**src/rtl/riscv_tb_pkg.sv**
```systemverilog
//------------------------------------------------------------------------------
// riscv_tb_pkg : shared types and constants for the instruction sequence player
// Rev 1.0
//------------------------------------------------------------------------------
`default_nettype none

package riscv_tb_pkg;

  typedef enum logic [2:0] {
    ST_IDLE  = 3'd0,
    ST_PLAY  = 3'd1,
    ST_GAP   = 3'd2,
    ST_DRAIN = 3'd3,
    ST_DONE  = 3'd4
  } seq_state_t;

  localparam int          CNT_W        = 16;
  localparam logic [63:0] NOP_WORD_DEF = 64'h13;

  function automatic logic [CNT_W-1:0] sat_inc(input logic [CNT_W-1:0] v);
    return (v == {CNT_W{1'b1}}) ? v : v + CNT_W'(1);
  endfunction

endpackage

`default_nettype wire

```
**src/rtl/res_delay_line.sv**
```systemverilog
//------------------------------------------------------------------------------
// res_delay_line : LAT-deep shift pipeline aligning check payloads with results
// Rev 1.0
//------------------------------------------------------------------------------
`default_nettype none

module res_delay_line #(
  parameter int LAT = 1,
  parameter int W   = 8
) (
  input  logic         clk,
  input  logic         reset,
  input  logic         clr,
  input  logic [W-1:0] din,
  output logic [W-1:0] dout
);

  logic [W-1:0] r_pipe [LAT];

  always_ff @(posedge clk) begin
    if (reset || clr) begin
      for (int i = 0; i < LAT; i++) r_pipe[i] <= '0;
    end else begin
      r_pipe[0] <= din;
      for (int i = 1; i < LAT; i++) r_pipe[i] <= r_pipe[i-1];
    end
  end

  assign dout = r_pipe[LAT-1];

endmodule

`default_nettype wire

```
**src/rtl/instr_seq_player.sv**
```systemverilog
//------------------------------------------------------------------------------
// instr_seq_player : replays a stored instruction program and checks results
// Rev 1.0
//------------------------------------------------------------------------------
`default_nettype none

module instr_seq_player
  import riscv_tb_pkg::*;
#(
  parameter int              XLEN     = 64,
  parameter int              ILEN     = 64,
  parameter int              DEPTH    = 32,
  parameter int              RES_LAT  = 1,
  parameter logic [ILEN-1:0] NOP_WORD = ILEN'(NOP_WORD_DEF),
  localparam int             AW       = $clog2(DEPTH)
) (
  input  logic             clk,
  input  logic             reset,
  input  logic             load_en,
  input  logic [AW-1:0]    load_addr,
  input  logic [ILEN-1:0]  load_instr,
  input  logic [XLEN-1:0]  load_expect,
  input  logic             load_chk,
  input  logic             start,
  input  logic             stop,
  input  logic             loop_mode,
  input  logic [3:0]       gap,
  input  logic [AW:0]      count,
  input  logic [XLEN-1:0]  dut_result,
  output logic [ILEN-1:0]  instr_out,
  output logic             instr_valid,
  output logic             busy,
  output logic             done,
  output logic             mismatch,
  output logic [AW-1:0]    mismatch_idx,
  output logic [CNT_W-1:0] err_count,
  output logic [CNT_W-1:0] pass_count
);

  localparam int        PW           = 1 + XLEN + AW;
  localparam logic [AW:0] c_depth    = (AW+1)'(DEPTH);
  localparam logic [AW:0] c_one      = (AW+1)'(1);
  localparam logic [2:0]  c_drain_last = 3'(RES_LAT-1);

  seq_state_t        r_state, w_next;
  logic [ILEN-1:0]   r_mem_instr [DEPTH];
  logic [XLEN-1:0]   r_mem_exp   [DEPTH];
  logic [DEPTH-1:0]  r_mem_chk;
  logic [AW-1:0]     r_idx;
  logic [AW:0]       r_count;
  logic [3:0]        r_gap_cnt;
  logic [2:0]        r_drain_cnt;
  logic              r_finish;
  logic              r_mismatch;
  logic [AW-1:0]     r_mm_idx;
  logic [CNT_W-1:0]  r_err, r_pass;

  logic              w_start, w_issue, w_last, w_more;
  logic [PW-1:0]     w_pipe_in, w_pipe_out;
  logic              w_tail_chk;
  logic [XLEN-1:0]   w_tail_exp;
  logic [AW-1:0]     w_tail_idx;

  assign w_start = (r_state == ST_IDLE) && start;
  assign w_issue = (r_state == ST_PLAY) && !stop;
  assign w_last  = ({1'b0, r_idx} == (r_count - c_one));
  assign w_more  = !w_last || loop_mode;

  // Program memory is deliberately outside the reset domain so a reset keeps the loaded program.
  always_ff @(posedge clk) begin
    if ((r_state == ST_IDLE) && load_en) begin
      r_mem_instr[load_addr] <= load_instr;
      r_mem_exp[load_addr]   <= load_expect;
      r_mem_chk[load_addr]   <= load_chk;
    end
  end

  always_ff @(posedge clk) begin
    if (reset) r_state <= ST_IDLE;
    else       r_state <= w_next;
  end

  always_comb begin
    w_next      = r_state;
    instr_out   = NOP_WORD;
    instr_valid = 1'b0;
    busy        = 1'b0;
    done        = 1'b0;
    case (r_state)
      ST_IDLE: if (start) w_next = (count == '0) ? ST_DRAIN : ST_PLAY;
      ST_PLAY: begin
        busy = 1'b1;
        if (stop) begin
          w_next = ST_DRAIN;
        end else begin
          instr_out   = r_mem_instr[r_idx];
          instr_valid = 1'b1;
          if (gap != 4'd0) w_next = ST_GAP;
          else if (!w_more) w_next = ST_DRAIN;
        end
      end
      ST_GAP: begin
        busy = 1'b1;
        if (stop) w_next = ST_DRAIN;
        else if (r_gap_cnt == 4'd0) w_next = r_finish ? ST_DRAIN : ST_PLAY;
      end
      ST_DRAIN: begin
        busy = 1'b1;
        if (r_drain_cnt == c_drain_last) w_next = ST_DONE;
      end
      ST_DONE: begin
        done   = 1'b1;
        w_next = ST_IDLE;
      end
      default: w_next = ST_IDLE;
    endcase
  end

  // Gap and NOP cycles push chk = 0 so the tail only ever sees real issues.
  assign w_pipe_in = {w_issue & r_mem_chk[r_idx], r_mem_exp[r_idx], r_idx};
  assign {w_tail_chk, w_tail_exp, w_tail_idx} = w_pipe_out;

  res_delay_line #(
    .LAT (RES_LAT),
    .W   (PW)
  ) u_res_delay_line (
    .clk   (clk),
    .reset (reset),
    .clr   (w_start),
    .din   (w_pipe_in),
    .dout  (w_pipe_out)
  );

  always_ff @(posedge clk) begin
    if (reset) begin
      r_idx       <= '0;
      r_count     <= '0;
      r_gap_cnt   <= '0;
      r_drain_cnt <= '0;
      r_finish    <= 1'b0;
      r_mismatch  <= 1'b0;
      r_mm_idx    <= '0;
      r_err       <= '0;
      r_pass      <= '0;
    end else begin
      r_drain_cnt <= (r_state == ST_DRAIN) ? r_drain_cnt + 3'd1 : 3'd0;
      if (w_start) begin
        r_idx      <= '0;
        r_count    <= (count > c_depth) ? c_depth : count;
        r_finish   <= 1'b0;
        r_mismatch <= 1'b0;
        r_mm_idx   <= '0;
        r_err      <= '0;
        r_pass     <= '0;
      end else begin
        if (w_issue) begin
          r_idx     <= w_last ? '0 : r_idx + AW'(1);
          r_gap_cnt <= gap - 4'd1;
          r_finish  <= !w_more;
        end else if ((r_state == ST_GAP) && (r_gap_cnt != 4'd0)) begin
          r_gap_cnt <= r_gap_cnt - 4'd1;
        end
        if (w_tail_chk) begin
          if (dut_result == w_tail_exp) begin
            r_pass <= sat_inc(r_pass);
          end else begin
            r_err      <= sat_inc(r_err);
            r_mismatch <= 1'b1;
            if (!r_mismatch) r_mm_idx <= w_tail_idx;
          end
        end
      end
    end
  end

  assign mismatch     = r_mismatch;
  assign mismatch_idx = r_mm_idx;
  assign err_count    = r_err;
  assign pass_count   = r_pass;

endmodule

`default_nettype wire

```
**config.mk**
```make
export PLATFORM = sky130hd
export DESIGN_NAME = instr_seq_player
export DESIGN_NICKNAME = d
export VERILOG_FILES = /design/src/rtl/riscv_tb_pkg.sv /design/src/rtl/res_delay_line.sv /design/src/rtl/instr_seq_player.sv
export SDC_FILE = /design/constraint.sdc
export NUM_CORES = 2
export LEC_CHECK = 0
export CORE_UTILIZATION = 47
export CTS_CLUSTER_DIAMETER = 40
export DETAILED_ROUTE_END_ITERATION = 7
export MAX_ROUTING_LAYER = met4
export PLACE_DENSITY = 0.6
export REMOVE_ABC_BUFFERS = 1
export SYNTH_ARGS = -nofsm -noshare
export SYNTH_HDL_FRONTEND = slang
export SYNTH_MEMORY_MAX_BITS = 65536
export SYNTH_SLANG_ARGS = --single-unit
```
**constraint.sdc**
```tcl
create_clock -name clk -period 10.3 [get_ports clk]
set_input_delay 3.09 -clock clk [delete_from_list [all_inputs] [get_ports clk]]
set_output_delay 3.09 -clock clk [all_outputs]
set_load 0.1 [all_outputs]
```
; Word level (Yosys, flattened, before mapping)
; Memory sizes are Yosys's and may differ from the RTL's. A register that Yosys moved wholly into a read port is not among the register bits.
; Index checks and enable logic that the tools add are counted.
[totals]
memories = 3
word_cells = 107
in_bits = 214
ram_bits = 4166
register_bits = 92
[memory_table]
columns = memory, words, word_bits, read_ports, rd_clocked_by_memory_dff, write_ports, line_no
row1 = r_mem_exp, 32, 64, 1, 1, 1, instr_seq_player.sv:47  ; logic [XLEN-1:0] r_mem_exp [DEPTH];
row2 = r_mem_instr, 32, 64, 1, 1, 1, instr_seq_player.sv:46  ; logic [ILEN-1:0] r_mem_instr [DEPTH];
row3 = u_res_delay_line.r_pipe, 1, 70, 1, 0, 1, res_delay_line.sv:18  ; logic [W-1:0] r_pipe [LAT];
[classes]
muxes = 36
n_lt_le_gt_ge = 4
addsub = 7
eq_ne = 12
bitwise_logic = 7
reduce_logical = 27
[op_table]
columns = op, count
row1 = $mux 64, 2
row2 = $mux 70, 1
row3 = $reduce_or 70->1, 1
row4 = $eq 64x64->1, 1
row5 = $add 16x1->16 const B, 2
row6 = $bwmux 32, 1
row7 = $eq 16x16->1 const B, 2
row8 = $mux 5, 5
row9 = $mux 3, 7
row10 = $lt 5x6->1 const B, 2
row11 = $mux 1, 12
row12 = $pmux 3 s4, 1
row13 = $reduce_and 3->1, 3
row14 = $mux 4, 2
row15 = $reduce_bool 4->1, 2
row16 = $sub 4x1->4 const B, 2
row17 = $eq 3x2->1 const B, 2
row18 = $eq 5x6->1, 1
row19 = $gt 6x6->1 const B, 1
row20 = $logic_not 3->1, 2
row21 = $logic_not 6->1, 1
row22 = $mux 6, 1
row23 = $not 1->1, 6
row24 = $sub 6x1->6 const B, 1
row25 = other kinds (21), 32

; Depth between registers and ports, before layout
[logic_depth]
depth_word = 8
depth_mapped = 9

; Modules after synthesis
; A second synthesis with hierarchy kept.
[unflattened]
cells_unflattened = 6637
hier_area_um2 = 162659.8
[by_module_without_submodules]
columns = mod, cells_each, instances, area_each_um2, seq_area_each_um2
row1 = instr_seq_player, 6481, 1, 160202.4, 125260.1
row2 = res_delay_line, 156, 1, 2457.4, 1401.3

; Worst setup path before layout
; OpenSTA, ideal clock, no wires.
[synth_timing]
path_type = input to register
from = input port load_addr[1]
to = register r_mem_chk[20], enable pin
slack_ps = 665
stages = 3
setup_time_ps = 619
required_ps = 9681
arrival_ps = 9015
path_cell_list = or3_1 -> clkbuf_1 -> nor2_1
[synth_lines]
columns = item, line_no
row1 = "start, declared", instr_seq_player.sv:20  ; input logic [AW-1:0] load_addr,
row2 = "end signal, assigned by index", instr_seq_player.sv:74  ; r_mem_chk[load_addr] <= load_chk;
row3 = "end, declared", instr_seq_player.sv:48  ; logic [DEPTH-1:0] r_mem_chk;

; Worst setup path in the final report
[layout_timing]
from = input port stop
to = output port instr_out[21]
[layout_via]
elab_chain_cells = 2
[layout_lines]
columns = item, line_no
row1 = "start, declared", instr_seq_player.sv:25  ; input logic stop,
row2 = $mux 64, instr_seq_player.sv:93  ; if (stop) begin
row3 = $mux 64, instr_seq_player.sv:89  ; case (r_state)
row4 = "end, declared", instr_seq_player.sv:30  ; output logic [ILEN-1:0] instr_out,
; No other way between the ends.

==> run summary <==
STATUS
------------------------------------------------------------------------------------------
Run status                                                                    complete, no violations

POWER AND IR DROP
------------------------------------------------------------------------------------------
Total power                                                                       39.49 mW
Leakage power summed over all cells                                               56.86 nW
Internal power component                                                          31.07 mW
Fraction of power consumed by the clock network                                      47.0%
Switching Power                                                                   8.420 mW
P per Cell Area                                                               208.8 nW/um^2
Sequential fraction of design power                                                  48.7%
Max IR drop VDD                                                                0.0001685 V
Switching part of the total                                                         21.32%
Proportion of power drawn by combinational gates                                      4.2%

TIMING
------------------------------------------------------------------------------------------
Finish-stage setup viols                                                                 0
Post-route minimum period                                                         9.040 ns
Max-slew headroom                                                                   15.86%
Max Clock Freq                                                                  0.1106 GHz
Setup Total Neg Slack                                                                 0 ns
Setup repair after global routing missed its margin                                  false
Layout Skew                                                                     0.03684 ns
Transition time at the pin with the least slew margin                             1.262 ns
Final clock period utilization by the worst path                                    87.77%
Max-slew violation count                                                                 0
Fin. Hold Viols                                                                          0

FLOORPLAN
------------------------------------------------------------------------------------------
Total die area                                                                 346600 um^2
Starting density of the core                                                        47.21%
Row cnt                                                                                215
Core region area                                                               342700 um^2
DIE WIDTH                                                                         588.7 um
I/O pin count                                                                          319
DIE HEIGHT                                                                        588.7 um

CLOCK NETWORK
------------------------------------------------------------------------------------------
Clock edge transition at the registers on the reported setup and hold paths        0.05 ns
Worst skew pair latency                                                            1.01 ns
Post_cts resized                                                                         0
Total setup buffers inserted after CTS                                                   0
CTS sink count                                                                        4263
Clock Root Buffer                                                             sky130_fd_sc_hd__clkbuf_16
Number of clock buffers inserted by TritonCTS                                          535
Maximum buffer depth of the clock tree                                                   4
Post-CTS Hold Buffers                                                                    0
TritonCTS clock tree                                                                  done
CTS HTree Levels                                                                         6

FINAL LAYOUT
------------------------------------------------------------------------------------------
Share of cells above drive strength 1                                               31.04%
Layout overhead on the synthesized area                                             16.87%
Count of nets after finishing                                                         7494

LOGIC SYNTHESIS
------------------------------------------------------------------------------------------
Post-synthesis instance area                                                   161800 um^2
Synth unique cells                                                                      48
EDFF count, synth                                                                     4128
Synth Register Bits                                                                   4263
Yosys synthesis warning count                                                            0
Synth async-reset ratio                                                                 0%
Avg Cell Area, Syn                                                              24.52 um^2
Sequential element share of the synthesized area                                    78.28%
Post-synth top flop                                                           sky130_fd_sc_hd__edfxtp_1
Cell count after synthesis                                                            6598

GLOBAL ROUTING
------------------------------------------------------------------------------------------
Overflow left after global routing                                                       0
Global-route wire length before repair                                           584700 um
Maximum number of pins on one net before global-route repair                           138
Number of global-route vias before repair                                            76820
Overall track demand over capacity in global routing                                24.63%
Number of antenna violations at the first check in global routing                       68

ROUTING
------------------------------------------------------------------------------------------
Routed Antenna Nets                                                                      0
Post-detailed-route DRC marker count                                                     0
Vias after detailed routing                                                          75580
Via density per instance                                                             6.151
DRT iter0 DRCs                                                                        8096
Mean routed wirelength per cell                                                   33.78 um
First-pass iteration count of the detailed router                                        5
DRT Wirelength                                                                   415100 um

SETUP PATH
------------------------------------------------------------------------------------------
R2R Path End                                                                  u_res_delay_line.r_pipe[0][11]
Slack of the worst reg-to-reg path                                                 5.50 ns
CP endpoint                                                                   instr_out[21]
Register-to-Register Path Depth                                                          7
Crit path kind                                                                input pin to output port
Data arrival at the endpoint of the critical path                                  5.95 ns
Critical Path Sink Type                                                        output port
Critical path startpoint                                                              stop
Crit start category                                                              input pin
Largest fanout of any net on the critical path                                          35
Required time at the worst-slack endpoint                                          7.21 ns

JOB
------------------------------------------------------------------------------------------
Max-cap violations                                                                       0

PLACEMENT
------------------------------------------------------------------------------------------
Count of port buffers added during placement                                           318
Gpl congestion                                                                      0.7569
Post-detailed-placement half-perimeter wirelength                                198500 um

WORST HOLD PATH
------------------------------------------------------------------------------------------
Type of the tightest min-delay check                                          flop to flop

## cells by family after synthesis
group / synth area share, %
AOI/OAI and AO/OA: 0.2861
xor gates and xnor gates: 0.4168
adders and majority gates: 0.05413
buffers and inverters: 0.9751
DFF: 78.28
muxes: 18.86
and+or+nand+nor: 1.131
## power by group through the flow
stage / clock (mW) / sequential [mW] / combinational, mW
4_1_cts: 18.9 / 19.2 / 1.71
2_1_floorplan: 0 / 19.8 / 2.32
5_1_grt: 19.5 / 19.2 / 1.79
3_5_place_dp: 0 / 19.6 / 1.70
6_report: 18.6 / 19.2 / 1.67
3_3_place_gp: 0 / 19.6 / 1.67
## cell usage in the layout, fill, tap and decap left out, types with 6 or more instances in the layout
| master | synthesis | final |
|---|---|---|
| sky130_fd_sc_hd__clkinvlp_4 | 0 | 58 |
| sky130_fd_sc_hd__xnor2_1 | 71 | 71 |
| sky130_fd_sc_hd__nor2_4 | 0 | 32 |
| sky130_fd_sc_hd__diode_2 | 0 | 41 |
| sky130_fd_sc_hd__inv_6 | 0 | 32 |
| sky130_fd_sc_hd__inv_8 | 0 | 9 |
| sky130_fd_sc_hd__inv_16 | 0 | 7 |
| sky130_fd_sc_hd__buf_12 | 0 | 49 |
| sky130_fd_sc_hd__inv_1 | 8 | 8 |
| sky130_fd_sc_hd__and3_1 | 14 | 14 |
| sky130_fd_sc_hd__buf_4 | 10 | 174 |
| sky130_fd_sc_hd__mux2i_1 | 146 | 146 |
| sky130_fd_sc_hd__nand4_1 | 36 | 36 |
| sky130_fd_sc_hd__mux4_2 | 1290 | 1290 |
| sky130_fd_sc_hd__dfxtp_1 | 135 | 130 |
| sky130_fd_sc_hd__edfxtp_1 | 4128 | 4128 |
| sky130_fd_sc_hd__or3_1 | 14 | 14 |
| sky130_fd_sc_hd__clkdlybuf4s50_1 | 0 | 258 |
| sky130_fd_sc_hd__clkinv_2 | 0 | 62 |
| sky130_fd_sc_hd__nor4_1 | 8 | 7 |
| sky130_fd_sc_hd__nor3_1 | 6 | 6 |
| sky130_fd_sc_hd__clkinv_4 | 0 | 31 |
| sky130_fd_sc_hd__clkbuf_8 | 0 | 7 |
| sky130_fd_sc_hd__clkbuf_16 | 0 | 547 |
| sky130_fd_sc_hd__or4_1 | 11 | 11 |
| sky130_fd_sc_hd__nor2_1 | 187 | 155 |
| sky130_fd_sc_hd__a21oi_1 | 30 | 29 |
| sky130_fd_sc_hd__clkinv_1 | 0 | 59 |
| sky130_fd_sc_hd__xor2_1 | 6 | 6 |
| sky130_fd_sc_hd__and2_1 | 11 | 11 |
| sky130_fd_sc_hd__o21ai_1 | 18 | 18 |
| sky130_fd_sc_hd__clkinv_8 | 0 | 15 |
| sky130_fd_sc_hd__ha_1 | 7 | 7 |
| sky130_fd_sc_hd__bufinv_16 | 0 | 52 |
| sky130_fd_sc_hd__nand2b_1 | 11 | 10 |
| sky130_fd_sc_hd__clkinv_16 | 0 | 10 |
| sky130_fd_sc_hd__clkbuf_1 | 200 | 64 |
| sky130_fd_sc_hd__nand3_1 | 23 | 23 |
| sky130_fd_sc_hd__nand2_1 | 52 | 52 |
## layer usage
| metal | track usage, % | wire, um | up-vias |
|---|---|---|---|
| li1 | - | - | 30000 |
| met1 | 35.46 | 176200 | 41770 |
| met2 | 37.51 | 197300 | 3232 |
| met3 | 4.357 | 34080 | 582 |
| met4 | 4.908 | 7556 | 0 |
| met5 | - | 0 | - |
## synth_stat cells (all sizes together) (4+ instances only)
master | n | share of area (%)
and2 | 11 | 0.043
dfxtp | 135 | 1.7
nand3b | 5 | 0.023
mux2i | 146 | 0.90
or3 | 14 | 0.054
o21ai | 19 | 0.059
ha | 7 | 0.054
and3 | 14 | 0.054
nand4 | 36 | 0.14
xor2 | 6 | 0.032
a21oi | 30 | 0.093
xnor2 | 71 | 0.38
nor4 | 8 | 0.031
inv | 9 | 0.021
edfxtp | 4128 | 77
mux4 | 1290 | 18
nor3 | 6 | 0.019
or4 | 11 | 0.051
buf | 143 | 0.49
nor2 | 187 | 0.43
clkbuf | 200 | 0.46
nand3 | 23 | 0.071
a211oi | 5 | 0.023
nand2 | 52 | 0.12
o31ai | 4 | 0.019
nand2b | 11 | 0.043
## flip-flops by register name, summed over array words and instances (netlist names), 3 cells and up, named ones only
name,cells
err_count,16
mismatch_idx,5
pass_count,16
r_count,6
r_drain_cnt,3
r_gap_cnt,4
r_idx,5
r_mem_chk,32
r_mem_exp,2048
r_mem_instr,2048
r_state,3
u_res_delay_line.r_pipe,70
## how the worst min path moves through the flow
stage	slack [ns]	depth (start not counted)	from	endpoint
after floorplan	0.42	1	r_drain_cnt[0]	r_drain_cnt[0]
after detailed placement	0.43	2	u_res_delay_line.r_pipe[0][1]	mismatch_idx[1]
after global routing	0.45	2	u_res_delay_line.r_pipe[0][1]	mismatch_idx[1]
final	0.44	2	u_res_delay_line.r_pipe[0][1]	mismatch_idx[1]
after global placement	0.43	1	r_drain_cnt[0]	r_drain_cnt[0]
after CTS	0.44	2	u_res_delay_line.r_pipe[0][3]	mismatch_idx[3]
## layout make-up
| type | instances | area (um^2) |
|---|---|---|
| fill | 25190 | 153600 |
| sequential | 4263 | 126700 |
| multi-input combinational | 1983 | 33830 |
| clock buffer | 618 | 14020 |
| tap | 4557 | 5702 |
| timing repair buffer | 481 | 4870 |
| clock inverter | 335 | 3866 |
| antenna | 41 | 102.6 |
| inverter | 9 | 33.78 |
## worst max-delay path: stages
cell                              delay, ns
sky130_fd_sc_hd__clkdlybuf4s50_1       0.47
sky130_fd_sc_hd__or4b_4                0.89
sky130_fd_sc_hd__nor2_1                0.24
sky130_fd_sc_hd__clkdlybuf4s50_1       1.16
## through the flow
stage	instance area (um^2)	util [%]	std cells	hold WS, ns	worst slack [ns]
CTS	189000	55.15	12250	0.4430	1.239
floorplan	160300	-	6255	0.4173	-37.87
finish	189100	55.18	12290	0.4420	1.260
global placement	171100	49.93	11290	0.4268	1.238
detailed placement	171100	49.93	11290	0.4341	1.258
global route	189100	55.18	12280	0.4450	1.185
Power figures use the tool's default switching activity.
